--- config.mk ---
export PLATFORM = sky130hd
export DESIGN_NAME = chain_mixer_seq_flat
export DESIGN_NICKNAME = d
export VERILOG_FILES = /design/src/rtl/chain_mixer_pkg.sv /design/src/rtl/chain_mixer_seq_if.sv /design/src/rtl/seq_timer.sv /design/src/rtl/chain_mixer_seq.sv /design/src/flat_wrapper.sv
export SDC_FILE = /design/constraint.sdc
export NUM_CORES = 1
export LEC_CHECK = 0
export ABC_CLOCK_PERIOD_IN_PS = 3500
export BUFFER_PORTS_ARGS = -buffer_cell sky130_fd_sc_hd__buf_2
export CAP_MARGIN = 20
export CORE_MARGIN = 2
export CORE_UTILIZATION = 63
export CTS_BUF_LIST = sky130_fd_sc_hd__clkbuf_8
export DETAILED_ROUTE_END_ITERATION = 8
export PLACE_DENSITY = 0.87
export SLEW_MARGIN = 20
export SYNTH_ARGS = -nofsm -noshare
export SYNTH_HDL_FRONTEND = slang
export SYNTH_SLANG_ARGS = --single-unit
--- constraint.sdc ---
create_clock -name clk -period 3.5 [get_ports clk]
set_input_delay 0.525 -clock clk [delete_from_list [all_inputs] [get_ports clk]]
set_output_delay 0.525 -clock clk [all_outputs]
set_load 0.02 [all_outputs]
--- src/rtl/chain_mixer_pkg.sv ---
// Purpose: shared types, default cycle constants and width helpers for the mixer-chain sequencer.
// Latency: n/a (declarations only).
// Backpressure: n/a.
package chain_mixer_pkg;

  typedef enum logic [2:0] {
    IDLE,
    LOAD,
    STAGE,
    INJECT,
    MIX,
    FLUSH,
    DONE
  } state_t;

  localparam int DEF_N_STAGES     = 8;
  localparam int DEF_TW           = 8;
  localparam int DEF_FILL_CYCLES  = 4;
  localparam int DEF_INJ_CYCLES   = 2;
  localparam int DEF_FLUSH_CYCLES = 4;

  // Ceiling log2; clog2(1) = 0.
  function automatic int clog2(input int v);
    int r;
    r = 0;
    for (int i = 0; i < 31; i++) begin
      if ((1 << i) < v) r = i + 1;
    end
    return r;
  endfunction

  // Width of the stage index; a single-stage chain still gets one bit.
  function automatic int idx_w(input int n);
    return (n <= 1) ? 1 : clog2(n);
  endfunction

  function automatic int max2(input int a, input int b);
    return (a > b) ? a : b;
  endfunction

endpackage

--- src/rtl/chain_mixer_seq_if.sv ---
// Purpose: host/valve-bank bundle of the mixer-chain sequencer.
// Latency: n/a (wires only).
// Backpressure: none; start/abort are level requests, valves are plain levels.
// Ports: master = protocol host side (drives start/abort/mix_time/stage_mask),
//        slave  = sequencer side (drives busy/done/stage_idx/valve_*).
interface chain_mixer_seq_if
  import chain_mixer_pkg::*;
#(
  parameter int N_STAGES = DEF_N_STAGES,
  parameter int TW       = DEF_TW,
  parameter int SW       = idx_w(N_STAGES)
);
  logic                start;
  logic                abort;
  logic [TW-1:0]       mix_time;
  logic [N_STAGES-1:0] stage_mask;
  logic                busy;
  logic                done;
  logic [SW-1:0]       stage_idx;
  logic                valve_in;
  logic [N_STAGES-1:0] valve_k;
  logic                valve_out;

  modport master (
    output start, abort, mix_time, stage_mask,
    input  busy, done, stage_idx, valve_in, valve_k, valve_out
  );

  modport slave (
    input  start, abort, mix_time, stage_mask,
    output busy, done, stage_idx, valve_in, valve_k, valve_out
  );
endinterface

--- src/rtl/seq_timer.sv ---
// Purpose: loadable down-counter timing each valve phase of the sequencer.
// Latency: expire rises load_val cycles after the load edge (count==1 in the last cycle).
// Backpressure: none; load always wins over counting.
// Ports: clk/rst, load + load_val (0 coerced to 1), value = current count, expire = (count==1).
module seq_timer #(
  parameter int W = 8
) (
  input  logic         clk,
  input  logic         rst,
  input  logic         load,
  input  logic [W-1:0] load_val,
  output logic [W-1:0] value,
  output logic         expire
);

  logic [W-1:0] cnt;

  always_ff @(posedge clk or posedge rst) begin
    if (rst) begin
      cnt <= '0;
    end else if (load) begin
      // A zero-length phase still has to occupy one cycle.
      cnt <= (load_val == '0) ? W'(1) : load_val;
    end else if (cnt != '0) begin
      cnt <= cnt - 1'b1;
    end
  end

  assign value  = cnt;
  assign expire = (cnt == W'(1));

endmodule

--- src/rtl/chain_mixer_seq.sv ---
// Purpose: valve sequencer for an N-stage serial mixer chain: fill, per-stage inject+mix, flush, done.
// Latency: outputs registered, valid in the first cycle of each state; run = 1+FILL+N+S*(INJ+max(mix,1))+FLUSH cycles.
// Backpressure: none; start sampled only in IDLE, abort diverts LOAD/STAGE/INJECT/MIX into FLUSH.
// Ports: clk, rst (async, active-high), bus (slave modport: start/abort/mix_time/stage_mask in,
//        busy/done/stage_idx/valve_in/valve_k/valve_out out).
module chain_mixer_seq
  import chain_mixer_pkg::*;
#(
  parameter int N_STAGES     = DEF_N_STAGES,
  parameter int TW           = DEF_TW,
  parameter int FILL_CYCLES  = DEF_FILL_CYCLES,
  parameter int INJ_CYCLES   = DEF_INJ_CYCLES,
  parameter int FLUSH_CYCLES = DEF_FLUSH_CYCLES
) (
  input logic               clk,
  input logic               rst,
  chain_mixer_seq_if.slave  bus
);

  localparam int SW = idx_w(N_STAGES);
  // Timer wide enough for mix_time and every fixed phase length.
  localparam int CW = max2(TW, max2(clog2(FILL_CYCLES + 1),
                                    max2(clog2(INJ_CYCLES + 1), clog2(FLUSH_CYCLES + 1))));
  localparam logic [SW-1:0] LAST = SW'(N_STAGES - 1);

  state_t              state, state_nxt;
  logic [SW-1:0]       idx, idx_nxt;
  logic [TW-1:0]       mix_q;
  logic [N_STAGES-1:0] mask_q;

  logic                tmr_load, tmr_exp;
  logic [CW-1:0]       tmr_val;
  logic [CW-1:0]       tmr_value_unused;

  logic                busy_q, done_q, vin_q, vout_q;
  logic [SW-1:0]       idx_q;
  logic [N_STAGES-1:0] vk_q;

  seq_timer #(.W(CW)) u_timer (
    .clk      (clk),
    .rst      (rst),
    .load     (tmr_load),
    .load_val (tmr_val),
    .value    (tmr_value_unused),
    .expire   (tmr_exp)
  );

  always_comb begin
    state_nxt = state;
    idx_nxt   = idx;
    case (state)
      IDLE:   if (bus.start) begin
                state_nxt = LOAD;
                idx_nxt   = '0;
              end
      LOAD:   if (tmr_exp) state_nxt = STAGE;
      STAGE:  if (mask_q[idx])      state_nxt = INJECT;
              else if (idx == LAST) state_nxt = FLUSH;
              else                  idx_nxt   = idx + 1'b1;
      INJECT: if (tmr_exp) state_nxt = MIX;
      MIX:    if (tmr_exp) begin
                if (idx == LAST) state_nxt = FLUSH;
                else begin
                  state_nxt = STAGE;
                  idx_nxt   = idx + 1'b1;
                end
              end
      FLUSH:  if (tmr_exp) state_nxt = DONE;
      DONE:   state_nxt = IDLE;
      default: state_nxt = IDLE;
    endcase

    // Abort only matters while liquid is being staged; IDLE is handled above so start wins.
    if (bus.abort && (state inside {LOAD, STAGE, INJECT, MIX})) state_nxt = FLUSH;

    // Timed states are never re-entered from themselves, so a state change marks entry.
    tmr_load = (state_nxt != state) && (state_nxt inside {LOAD, INJECT, MIX, FLUSH});
    case (state_nxt)
      LOAD:    tmr_val = CW'(FILL_CYCLES);
      INJECT:  tmr_val = CW'(INJ_CYCLES);
      MIX:     tmr_val = CW'(mix_q);
      FLUSH:   tmr_val = CW'(FLUSH_CYCLES);
      default: tmr_val = '0;
    endcase
  end

  always_ff @(posedge clk or posedge rst) begin
    if (rst) begin
      state  <= IDLE;
      idx    <= '0;
      mix_q  <= '0;
      mask_q <= '0;
      busy_q <= 1'b0;
      done_q <= 1'b0;
      vin_q  <= 1'b0;
      vout_q <= 1'b0;
      idx_q  <= '0;
      vk_q   <= '0;
    end else begin
      state <= state_nxt;
      idx   <= idx_nxt;
      if (state == IDLE && bus.start) begin
        mix_q  <= bus.mix_time;
        mask_q <= bus.stage_mask;
      end
      // Outputs decode the next state so they line up with the first cycle of that state.
      busy_q <= (state_nxt != IDLE);
      done_q <= (state_nxt == DONE);
      vin_q  <= (state_nxt == LOAD);
      vout_q <= (state_nxt == FLUSH);
      vk_q   <= (state_nxt == INJECT) ? (N_STAGES'(1) << idx_nxt) : '0;
      idx_q  <= (state_nxt inside {STAGE, INJECT, MIX}) ? idx_nxt : '0;
    end
  end

  assign bus.busy      = busy_q;
  assign bus.done      = done_q;
  assign bus.valve_in  = vin_q;
  assign bus.valve_out = vout_q;
  assign bus.valve_k   = vk_q;
  assign bus.stage_idx = idx_q;

endmodule

--- src/flat_wrapper.sv ---
// flat-port wrapper written by rule: the top's interface ports become plain ports
module chain_mixer_seq_flat import chain_mixer_pkg::*;
#(
  parameter int N_STAGES     = DEF_N_STAGES,
  parameter int TW           = DEF_TW,
  parameter int FILL_CYCLES  = DEF_FILL_CYCLES,
  parameter int INJ_CYCLES   = DEF_INJ_CYCLES,
  parameter int FLUSH_CYCLES = DEF_FLUSH_CYCLES
)
  (clk, rst, bus_start, bus_abort, bus_mix_time, bus_stage_mask, bus_busy, bus_done, bus_stage_idx, bus_valve_in, bus_valve_k, bus_valve_out);
  chain_mixer_seq_if #(.N_STAGES(N_STAGES), .TW(TW)) bus_i ();
  input logic clk;
  input logic rst;
  input wire logic [$bits(bus_i.start)-1:0] bus_start;
  input wire logic [$bits(bus_i.abort)-1:0] bus_abort;
  input wire logic [$bits(bus_i.mix_time)-1:0] bus_mix_time;
  input wire logic [$bits(bus_i.stage_mask)-1:0] bus_stage_mask;
  output wire logic [$bits(bus_i.busy)-1:0] bus_busy;
  output wire logic [$bits(bus_i.done)-1:0] bus_done;
  output wire logic [$bits(bus_i.stage_idx)-1:0] bus_stage_idx;
  output wire logic [$bits(bus_i.valve_in)-1:0] bus_valve_in;
  output wire logic [$bits(bus_i.valve_k)-1:0] bus_valve_k;
  output wire logic [$bits(bus_i.valve_out)-1:0] bus_valve_out;
  assign bus_i.start = bus_start;
  assign bus_i.abort = bus_abort;
  assign bus_i.mix_time = bus_mix_time;
  assign bus_i.stage_mask = bus_stage_mask;
  assign bus_busy = bus_i.busy;
  assign bus_done = bus_i.done;
  assign bus_stage_idx = bus_i.stage_idx;
  assign bus_valve_in = bus_i.valve_in;
  assign bus_valve_k = bus_i.valve_k;
  assign bus_valve_out = bus_i.valve_out;
  chain_mixer_seq #(.N_STAGES(N_STAGES), .TW(TW), .FILL_CYCLES(FILL_CYCLES), .INJ_CYCLES(INJ_CYCLES), .FLUSH_CYCLES(FLUSH_CYCLES)) u_core (.clk(clk), .rst(rst), .bus(bus_i));
endmodule
==> impl_metrics.ini <==
[power]
power_switching_mw = 0.827
ir_worst_vdd_uv = 549
pwr_density_cell_mw_per_mm2 = 846
p_leak_nw = 1.23
seq_power_share = 0.398
power_frac_comb = 0.420
total_power_mw = 2.15
switching_share = 0.384
p_int_mw = 1.32
power_frac_clock = 0.182

[cts]
ctsHoldBuffers = 0
cts_resized = 0
worstSkewPairLatency_ps = 300
cts_buffers = 5
clock-sinks = 45
cts-root-buf = clkbuf_8
post-cts-setup-buffer-count = 0
cts_buffer_depth = 2
cts_tree = yes
cts-htree-levels = 2
clk_pin_slew_ps = 90

[floorplan]
die_area_sq_mm = 0.00401
die_w_um = 63.4
start_util = 0.660
io_pins = 35
core_sq_mm = 0.00336
row_count = 21
die_h_um = 63.4

[synthesis]
synth-seq-cells = 45
syn_area_sq_mm = 0.00222
synthCells = 203
synth_edf_count = 0
synthTopCellsByCount = dfrtp_1, nand2_1, mux2_2, nor2_1, nor3_1
syn_avg_cell_area_sq_um = 10.9
synth_top_area_frac = 0.507
seq_area_frac_synth = 0.507
synth_ff_type = dfrtp_1
synth_warnings = 0
yosys-top-cells-area = dfrtp_1, mux2_2, mux2i_1
synth_cell_type_count = 46
async_flop_share = 1.00
yosysTopAreaCell = dfrtp_1
synth.most_common_cell = dfrtp_1
syn-num-nets = 227

[drt]
wire_per_inst_um = 15.4
vias_per_cell = 5.75
drtIter0Drc = 94
vias = 1638
drt_wl_total_mm = 4.38
drc_errors = 0
postRouteAntennaNets = 0
dr.pass1.iters = 4

[setup_path]
worstSetupStartpointType = flop
cpPeakStageDelay_ps = 550
endpoint_kind = flop
cp_top_family = multiplexers
crit_chain = mux4_2 > mux2i_1 > nand3_1 > nand3_1 > o32ai_1 > a211o_1 > mux2_4
worstPathMaxFanout = 8
crit_path_top_delay_cell = mux4_2
r2r_start = u_core.idx[0]$_DFF_PP0_
crit_start = u_core.idx[0]$_DFF_PP0_
crit_buf_inv = 0
setup.worst_path.class = reg2reg
worstPathRequired_ps = 3680
arrival_ps = 2850
cp_common_cell = nand3_1

[placed_design]
place_congestion = 0.904
dp_cells = 277
post-place-ws_ps = 868
dp_hpwl_mm = 3.26
port-buffer-count = 34

[final_layout]
areaGrowthSynthToFinish_pct = 14.6
instances_no_fill = 285
fin_util = 0.756
drive_above_1_share = 0.310
finalNetCount = 262
diodes = 0

[job]
max-cap-violations = 0

[sta]
tightest_slew_ps = 745
rsz0062_at_grt = false
skew_ps = 9.54
min_period_ps = 2670
setup_viol = 0
hold_viol = 0
min_period_over_period = 0.763
fmax_ghz = 0.374
layout_setup_ws_ps = 829
slew_headroom = 0.501
tns_ps = 0
report.final.slew_viol_count = 0

[status]
status = finished, final reports clean

[global_routing]
overflow = 0
antenna_found_initial = 0
grt_pass1_wl_mm = 7.36
grt_usage = 0.238
grt_max_degree = 32
grt_pass1_vias = 1638

[hold_path]
holdCritPathClass = in2async
==> placed cells by master (no fill, tap or decap), types with 6 or more instances in the layout <==
cell and n:
a21oi_1 6, and3_1 6, buf_2 34, dfrtp_1 45
inv_1 8, mux2_2 16, mux2i_1 8, nand2_1 18
nand3_1 8, nor2_1 13, nor3_1 11
==> path summary, 6_finish.rpt <==
check / end / slack, ps / cells after the start
min in group clk: u_core.mask_q[5]$_DFFE_PP0P_ / 450 / 2
setup / recovery: u_core.u_timer.value[0]$_DFFE_PP0P_ / 830 / 7
max in group asynchronous: u_core.u_timer.value[7]$_DFFE_PP0P_ / 2630 / 3
hold / removal: u_core.mix_q[4]$_DFFE_PP0P_ / 180 / 2
setup reg to reg: u_core.u_timer.value[0]$_DFFE_PP0P_ / 830 / 7
hold reg to reg: u_core.mask_q[5]$_DFFE_PP0P_ / 510 / 1
==> worst register-to-register path: stages (launching register included) <==
cell and delay (ps):
dfrtp_1 480, mux4_2 560, mux2i_1 270, nand3_1 140, nand3_1 180, o32ai_1 100, a211o_1 480, mux2_4 350
==> stage by stage <==
stage / hold slack, ps / cell area, sq um
after detailed placement: 491 / 2430
final: 182 / 2540
after CTS: 192 / 2540
after global placement: 486 / 2430
after global routing: 208 / 2540
after floorplan: 475 / 2220
==> cell families (layout without fill, tap and decap cells) <==
| kind of cell | after synthesis | count (layout) | synth area share |
|---|---|---|---|
| compound gates | 24 | 24 | 0.0795 |
| fa+ha+maj | 4 | 4 | 0.0225 |
| mux | 27 | 27 | 0.144 |
| flops | 45 | 45 | 0.507 |
| simple gates | 77 | 77 | 0.183 |
| xor+xnor | 7 | 7 | 0.0276 |
| buf+inv | 19 | 55 | 0.0361 |
==> routing by layer <==
layer / up-vias / wire length (um) / share of wire / track usage
li1: 778 / - / - / -
met1: 808 / 2060 / 0.47 / 0.332
met2: 45 / 2070 / 0.47 / 0.359
met3: 7 / 185 / 0.042 / 0.0571
met4: 0 / 65 / 0.015 / 0.103
met5: - / 0 / 0 / 0
==> cell type report <==
class / count / area, sq um
fill: 239 / 820
timing repair buffer: 36 / 185
sequential: 45 / 1130
multi-input combinational: 139 / 1020
tap: 46 / 57.6
clock buffer: 5 / 68.8
clock inverter: 3 / 46.3
inverter: 11 / 41.3
==> power groups by stage <==
stage / clock network (mW) / registers, mW / logic (mW)
2_1_floorplan: 0 / 0.825 / 0.754
3_3_place_gp: 0 / 0.850 / 0.868
3_5_place_dp: 0 / 0.860 / 0.896
4_1_cts: 0.393 / 0.853 / 0.903
5_1_grt: 0.418 / 0.882 / 0.997
6_report: 0.391 / 0.857 / 0.904
==> state kept, by name (all words and copies together), names as in the netlist, 3 cells and up <==
register / flops
u_core.state: 3
u_core.bus.valve_k: 8
u_core.bus.stage_idx: 3
u_core.mix_q: 8
u_core.mask_q: 8
u_core.u_timer.value: 8
u_core.idx: 3
No activity file was read; power rests on OpenSTA's default activity.
